--- src/rtl/dyn_branch_predictor.sv ---
// dyn_branch_predictor: saturating-counter BHT plus tagged BTB with a sequential clear engine and
// mispredict stats; latency: lookup is combinational and an update is visible the cycle after upd_valid;
// backpressure: none, busy marks the ENTRIES-cycle clear (lookups miss, updates dropped). `define GSHARE_INDEX_EN for gshare indexing.
module dyn_branch_predictor #(
  parameter int ENTRIES = 8,
  parameter int PC_W    = 16,
  parameter int CNT_W   = 2,
  parameter int STAT_W  = 16
) (
  input  logic              clk,
  input  logic              rst_n,
  input  logic [PC_W-1:0]   IF_PC,
  output logic              hit,
  output logic              predict_taken,
  output logic [PC_W-1:0]   predicted_target,
  input  logic              upd_valid,
  input  logic [PC_W-1:0]   upd_PC,
  input  logic              upd_taken,
  input  logic [PC_W-1:0]   upd_target,
  input  logic              upd_pred_taken,
  input  logic              clear_req,
  output logic              busy,
  output logic [STAT_W-1:0] mispredict_cnt
);

  localparam int IDX_W = $clog2(ENTRIES);
  localparam int TAG_W = PC_W - IDX_W - 1;

  localparam logic [CNT_W-1:0] CNT_WT  = {1'b1, {(CNT_W-1){1'b0}}};
  localparam logic [CNT_W-1:0] CNT_WNT = {1'b0, {(CNT_W-1){1'b1}}};
  localparam logic [CNT_W-1:0] CNT_MAX = '1;
  localparam logic [STAT_W-1:0] STAT_MAX = '1;

  typedef enum logic {ST_CLEAR, ST_IDLE} state_t;

  state_t             state;
  logic [IDX_W-1:0]   clr_idx;
  logic [ENTRIES-1:0] valid;

  logic [TAG_W-1:0] tag_mem [ENTRIES];
  logic [CNT_W-1:0] cnt_mem [ENTRIES];
  logic [PC_W-1:0]  tgt_mem [ENTRIES];

  logic             in_idle;
  logic             clr_start;
  logic             upd_en;
  logic [IDX_W-1:0] lk_idx;
  logic [IDX_W-1:0] upd_idx;
  logic [TAG_W-1:0] lk_tag;
  logic [TAG_W-1:0] upd_tag;
  logic             lk_hit;
  logic             upd_match;
  logic [CNT_W-1:0] cnt_cur;
  logic [CNT_W-1:0] cnt_nxt;
  logic             is_mispred;
  logic             unused_upd_pc_lsb;

  assign in_idle   = (state == ST_IDLE);
  assign clr_start = in_idle && clear_req;
  // A clear request in the same cycle as an update wins; the update is dropped.
  assign upd_en    = in_idle && upd_valid && !clear_req;

  assign lk_tag  = IF_PC[PC_W-1:IDX_W+1];
  assign upd_tag = upd_PC[PC_W-1:IDX_W+1];
  assign unused_upd_pc_lsb = upd_PC[0];

`ifdef GSHARE_INDEX_EN
  logic [IDX_W-1:0] ghr;

  always_ff @(posedge clk or negedge rst_n) begin
    if (!rst_n)
      ghr <= '0;
    else if (clr_start)
      ghr <= '0;
    else if (upd_en)
      ghr <= IDX_W'({ghr, upd_taken});
  end

  assign lk_idx  = IF_PC[IDX_W:1] ^ ghr;
  assign upd_idx = upd_PC[IDX_W:1] ^ ghr;
`else
  assign lk_idx  = IF_PC[IDX_W:1];
  assign upd_idx = upd_PC[IDX_W:1];
`endif

  assign cnt_cur    = cnt_mem[upd_idx];
  assign upd_match  = valid[upd_idx] && (tag_mem[upd_idx] == upd_tag);
  assign is_mispred = (upd_pred_taken != upd_taken);

  always_comb begin
    cnt_nxt = cnt_cur;
    if (upd_taken) begin
      if (cnt_cur != CNT_MAX)
        cnt_nxt = cnt_cur + 1'b1;
    end else if (cnt_cur != '0) begin
      cnt_nxt = cnt_cur - 1'b1;
    end
  end

  always_ff @(posedge clk or negedge rst_n) begin
    if (!rst_n) begin
      state          <= ST_CLEAR;
      clr_idx        <= '0;
      busy           <= 1'b1;
      valid          <= '0;
      mispredict_cnt <= '0;
    end else begin
      case (state)
        ST_CLEAR: begin
          valid[clr_idx] <= 1'b0;
          clr_idx        <= clr_idx + 1'b1;
          if (clr_idx == IDX_W'(ENTRIES - 1)) begin
            state <= ST_IDLE;
            busy  <= 1'b0;
          end
        end
        ST_IDLE: begin
          if (clear_req) begin
            state          <= ST_CLEAR;
            clr_idx        <= '0;
            busy           <= 1'b1;
            mispredict_cnt <= '0;
          end else if (upd_valid) begin
            valid[upd_idx] <= 1'b1;
            if (is_mispred && (mispredict_cnt != STAT_MAX))
              mispredict_cnt <= mispredict_cnt + 1'b1;
          end
        end
        default: state <= ST_CLEAR;
      endcase
    end
  end

  // Payload arrays carry no reset; the clear engine scrubs them after every reset.
  always_ff @(posedge clk) begin
    if (state == ST_CLEAR) begin
      tag_mem[clr_idx] <= '0;
      cnt_mem[clr_idx] <= CNT_WNT;
      tgt_mem[clr_idx] <= '0;
    end else if (upd_en) begin
      if (upd_match) begin
        cnt_mem[upd_idx] <= cnt_nxt;
        if (upd_taken)
          tgt_mem[upd_idx] <= upd_target;
      end else begin
        tag_mem[upd_idx] <= upd_tag;
        cnt_mem[upd_idx] <= upd_taken ? CNT_WT : CNT_WNT;
        tgt_mem[upd_idx] <= upd_target;
      end
    end
  end

  assign lk_hit           = valid[lk_idx] && (tag_mem[lk_idx] == lk_tag);
  assign hit              = in_idle && lk_hit;
  assign predict_taken    = hit && cnt_mem[lk_idx][CNT_W-1];
  assign predicted_target = predict_taken ? tgt_mem[lk_idx] : IF_PC + PC_W'(2);

endmodule

--- config.mk ---
export PLATFORM = sky130hd
export DESIGN_NAME = dyn_branch_predictor
export DESIGN_NICKNAME = d
export VERILOG_FILES = /design/src/rtl/dyn_branch_predictor.sv
export SDC_FILE = /design/constraint.sdc
export NUM_CORES = 1
export LEC_CHECK = 0
export ABC_AREA = 1
export BUFFER_PORTS_ARGS = -buffer_cell sky130_fd_sc_hd__buf_2
export CAP_MARGIN = 25
export CELL_PAD_IN_SITES_DETAIL_PLACEMENT = 1
export CELL_PAD_IN_SITES_GLOBAL_PLACEMENT = 2
export CORE_AREA = 2 2 186 188
export DETAILED_ROUTE_END_ITERATION = 12
export DIE_AREA = 0 0 188 190
export GPL_TIMING_DRIVEN = 1
export PLACE_DENSITY_LB_ADDON = 0.3
export SETUP_SLACK_MARGIN = 0.05
export SLEW_MARGIN = 10
export SYNTH_ARGS = -nofsm -noshare
export SYNTH_HDL_FRONTEND = slang
export SYNTH_SLANG_ARGS = --single-unit
--- constraint.sdc ---
create_clock -name clk -period 4.3 [get_ports clk]
set_input_delay 0.86 -clock clk [delete_from_list [all_inputs] [get_ports clk]]
set_output_delay 0.86 -clock clk [all_outputs]
set_load 0.02 [all_outputs]
**After elaboration in Yosys (flattened, before gate mapping)**

Memory sizes are Yosys's and may differ from the RTL's.
Index checks and enable logic that the tools add are counted.
Widths: inputs -> output; s select.

- Flip-flop bits (word level): 29
- RAM bits: 240
- Input port bits: 54
- Output and inout port bits: 35
- Word-level logic and storage cells: 105
- Memories: 3

- Add/subtract/negate cells: 5
- Order comparisons: 5
- Eq/ne operators: 10
- Multiplexer cells: 52
- Bitwise logic cells: 6
- Reductions and logical operators: 19

Memories:

| memory | words | width | read ports | clocked after Yosys merged registers in | wr ports | RTL line | text |
|---|---|---|---|---|---|---|---|
| tgt_mem | 8 | 16 | 1 | 0 | 1 | 42 | `logic [PC_W-1:0] tgt_mem [ENTRIES];` |
| tag_mem | 8 | 12 | 2 | 0 | 1 | 40 | `logic [TAG_W-1:0] tag_mem [ENTRIES];` |
| cnt_mem | 8 | 2 | 2 | 0 | 1 | 41 | `logic [CNT_W-1:0] cnt_mem [ENTRIES];` |

Operators with widths:

| cell | number |
|---|---|
| $mux 16 | 6 |
| $mux 1 | 25 |
| $eq 12x12->1 | 2 |
| $add 16x1->16 const B | 1 |
| $add 16x2->16 const B | 1 |
| $mux 8 | 2 |
| $ne 16x16->1 const B | 1 |
| $pmux 8 s2 | 1 |
| $reduce_or 16->1 | 1 |
| $lt 3x4->1 const B | 3 |
| $mux 12 | 1 |
| $mux 2 | 6 |
| $mux 3 | 4 |
| $reduce_or 12->1 | 1 |
| $ne 2x2->1 const B | 5 |
| $logic_and 1x1->1 | 9 |
| $and 8x8->8 | 1 |
| $not 8->8 | 1 |
| $or 8x8->8 | 1 |
| $bmux 1 s3 | 2 |
| $demux 1 s3 | 2 |
| $ge 3x1->1 const B | 2 |
| $pmux 3 s2 | 1 |
| $reduce_bool 2->1 | 3 |
| 12 further kinds | 15 |

**Longest topological paths before layout**

- Depth after elaboration: 10
- Mapped depth: 19
- Depth with buffers taken out: 17

**Worst setup path before layout**

No wires, ideal clock.

- Path kind: input -> output
- Start: input IF_PC[2]
- End: output predicted_target[11]
- Data arrival time: 2773 ps
- Required time: 3440 ps
- Path slack: 667 ps
- Stages: 15
- Path through: buf_2 clkbuf_1 a21oi_1 o21ai_0 o21ai_0 nand2_1 nand2_1 inv_1 nand2_1 nor3_1 nand2_1 nor2_1 nand3_1 clkbuf_1 o21ai_0

- Longest elaborated chain between the ends: 6
- Elaborated cells between the ends (all ways): 11
- Those cells by class: add/sub: 1; eq/ne: 1; mux: 3; reduce/logical: 3; memory: 3

Ends and longest elaborated chain:

| what | RTL line | text |
|---|---|---|
| start: declaration | 12 | `input logic [PC_W-1:0] IF_PC,` |
| $mem_v2 8x12 or $bmux 1 s3 (tied branches) | - |  |
| $eq 12x12->1 or $mux 1 (tied branches) | 153 | `assign lk_hit = valid[lk_idx] && (tag_mem[lk_idx] == lk_tag);` |
| $logic_and 1x1->1 | 153 |  |
| $logic_and 1x1->1 | 154 | `assign hit = in_idle && lk_hit;` |
| $logic_and 1x1->1 | 155 | `assign predict_taken = hit && cnt_mem[lk_idx][CNT_W-1];` |
| $mux 16 * | 156 | `assign predicted_target = predict_taken ? tgt_mem[lk_idx] : IF_PC + PC_W'(2);` |
| end: declaration | 15 | `output logic [PC_W-1:0] predicted_target,` |

Every way passes the cells marked *; elsewhere a longest branch is shown, timed or not. The select of a mux whose other input is x is not followed.

**Final worst setup path**

- Start: input IF_PC[2]
- End: output predicted_target[5]

The elaborated chain is that of the path after synthesis.

==> results_dict.tcl <==
set metrics [dict create \
    cts-root-buf "clkbuf_16" \
    drtAntennaViolNets 0 \
    numCtsBuffers 29 \
    wirelength_met1_microns 19130 \
    final_area_sq_um 15990 \
    dr_wl_met3_microns 1578 \
    fin_ws_ps 210.7 \
    end_kind "output port" \
    synth_area_leader_cell "edfxtp_1" \
    die_area_sq_um 35720 \
    yosys-top-cells-area "edfxtp_1 53%, nand2_1 11%, dfrtp_1 5.1%" \
    cap_violations 0 \
    place_congestion 0.8464 \
    syn_avg_cell_area_sq_um 8.978 \
    worstPathRequired_ps 3440 \
    antenna_found_initial 1 \
    start_util_pct 40.17 \
    clock_skew_ps 7.687 \
    r2r_end "tag_mem[4][8]" \
    cts_max_level 1 \
    min_path_type "primary input to async pin" \
    status "finished, final reports clean" \
    hold_viol 0 \
    port_buffers 87 \
    powerDensity_nw_per_um2 549.0 \
    pre_cts_ws_ps 205.8 \
    critPathKind "primary input to output port" \
    start_kind "primary input" \
    setup_tns_ps 0 \
    syn2layout_area_growth_pct 17.24 \
    path_clk_slew_ps 60 \
    grt_pass1_vias 11350 \
    netlist_area_sq_um 13640 \
    worstPathCellList "buf_2 > buf_12 > a21oi_1 > o21ai_0 > nand3_1 > nand2_1 > xor2_1 > nand4_1 > nor2_1 > nand3_1 > o21ai_0 > buf_2" \
    core_area_sq_um 33950 \
    ys_seq_area_share_pct 58.18 \
    std_cell_rows 68 \
    synthCells 1519 \
    slew-limit-headroom_pct 49.52 \
    vias 11120 \
    antenna_cells 0 \
    overflow 0 \
    grt_pass1_wl_microns 64800 \
    reg2reg_slack_ps 1060 \
    min_period_ps 4089 \
    first_pass_iters 4 \
    top_layer "met5" \
    fmax_ghz 0.2445 \
    r2r-start "in_idle" \
    fp.dieW_microns 188 \
    nNetsFinal 1675 \
    p_total_mw 8.778 \
    max_stage_delay_ps 430 \
    crit_buf_inv 3 \
    ys_ff_latch 269 \
    reg2reg_depth 9 \
    cp_max_fo 54 \
    grt_max_degree 72 \
    io-pin-count 89 \
    via_per_inst 5.306 \
    hpwlAfterDp_microns 27640 \
    met2_wirelength_microns 19890 \
    rsz0062_at_grt "no" \
    cts_max_path_buffers 3 \
    numClockSinks 269 \
    syn_nets 1577 \
    drive_gt1_share_pct 12.56 \
    ys_types 42 \
    finalMaxSlewViolations 0 \
    synth_top_area_share_pct 52.85 \
    drc 0 \
    max-vdd-ir-drop_uv 372.9 \
    cp.arrival_ps 3230 \
    setup_viol 0 \
    die_h_microns 190 \
    track_usage_pct 23.49 \
    worst_pin_slew_ps 754.4 \
    cts_tree "yes" \
    slowest_stage "o21ai_0" \
    routed_wl_microns 41800 \
    leakagePower_nw 6.710 \
    first_iter_violations 748 \
    clkLatencyLatePin_ps 550 \
    postCtsSetupBuffers 0 \
    critPathTopFamily "simple AND/OR/NAND/NOR gates" \
    placed_cell_area_sq_um 14990 \
    fin_crit_sh_pct 95.10 \
    wl_per_cell_microns 19.95 \
    ys.warnings.count 0 \
]
-- cells by family after synthesis --
group                    Yosys count  synth area share, %
AO/OA/AOI/OAI                    286                12.05
adder cells (fa/ha/maj)            4               0.3670
flip-flops                       269                58.18
AND/OR/NAND/NOR                  689                20.88
XOR/XNOR                          17                1.092
buffers and inverters            254                7.432
-- state kept, by name, indices dropped and copies added, names as in the netlist --
name            flops
cnt_mem            16
tgt_mem           128
tag_mem            96
valid               8
clr_idx             3
in_idle             1
mispredict_cnt     16
busy                1
-- power breakdown --
group          total, mW  switching (mW)  internal (mW)
logic               2.30            1.58          0.720
registers           3.91           0.243           3.67
clock network       2.56            1.02           1.54
-- cells in the mapped netlist, drive strengths merged --
library cell  number
and2               2
nor4               4
o211ai            20
o21a              11
xnor2              4
xor2              13
nor2             156
dfstp              1
nand2            384
nor3              15
o31ai              3
ha                 4
a32o              16
inv              179
o21bai             2
nand3            105
or2                4
clkbuf            35
o221ai             1
buf               39
a211oi             2
o21ai            145
nor3b              1
o2111ai            2
o22ai             16
edfxtp           240
a21oi             65
a21boi             1
nand4             15
dfrtp             28
a31oi              2
clkinv             1
nand3b             3
-- stage by stage --
step	hold WS [ps]	std cells	utilization [%]
3_3_place_gp	452.3	2041	44.15
3_5_place_dp	460.5	2041	44.15
6_report	351.8	2095	47.10
5_1_grt	376.6	2095	47.10
2_1_floorplan	469.5	1519	-
4_1_cts	349.2	2095	47.04
-- repair_timing --
| action | in CTS | in global routing |
|---|---|---|
| hold buffers | 0 | 0 |
| resized for setup | 0 | 5 |
| setup endpoints to repair | 0 | 12 |
-- area by class of cell --
cell class	count	area, sq um
fillers	3934	17960
well taps	455	569.3
inverters	180	678.2
multi-input cells	996	4705
flip-flops and latches	269	7934
repair buffers	141	1119
clock buffers	40	839.6
clock inverters	14	143.9
-- layout by cell type, fill, tap and decap left out, drive strengths merged --
master,count
nand3b,3
inv,180
dfrtp,28
nand3,105
o21bai,2
o21ai,145
a21oi,65
a32o,16
ha,4
o21a,11
and2,2
o2111ai,2
or2,4
a211oi,2
clkbuf,40
nand4,15
nor3b,1
nor4,4
dfstp,1
buf,141
clkinv,11
nand2,384
xnor2,4
edfxtp,240
bufinv,3
nor2,156
o22ai,16
a21boi,1
xor2,13
nor3,15
o221ai,1
o31ai,3
o211ai,20
a31oi,2
-- how the worst max path moves through the flow --
stage	startpoint	to	slack [ps]	depth (start not counted)
3_3_place_gp	IF_PC[2]	predicted_target[5]	180	14
4_1_cts	IF_PC[2]	predicted_target[5]	150	12
2_1_floorplan	IF_PC[2]	predicted_target[11]	670	15
6_report	IF_PC[2]	predicted_target[5]	210	12
5_1_grt	IF_PC[2]	predicted_target[15]	80	13
3_5_place_dp	IF_PC[2]	predicted_target[5]	210	14
-- per-layer routing --
layer / track usage, % / up-vias
met5: 0 / -
met2: 39.85 / 215
met4: 6.875 / 2
li1: - / 5326
met3: 3.173 / 69
met1: 31.51 / 5505
Power figures use the tool's default switching activity.
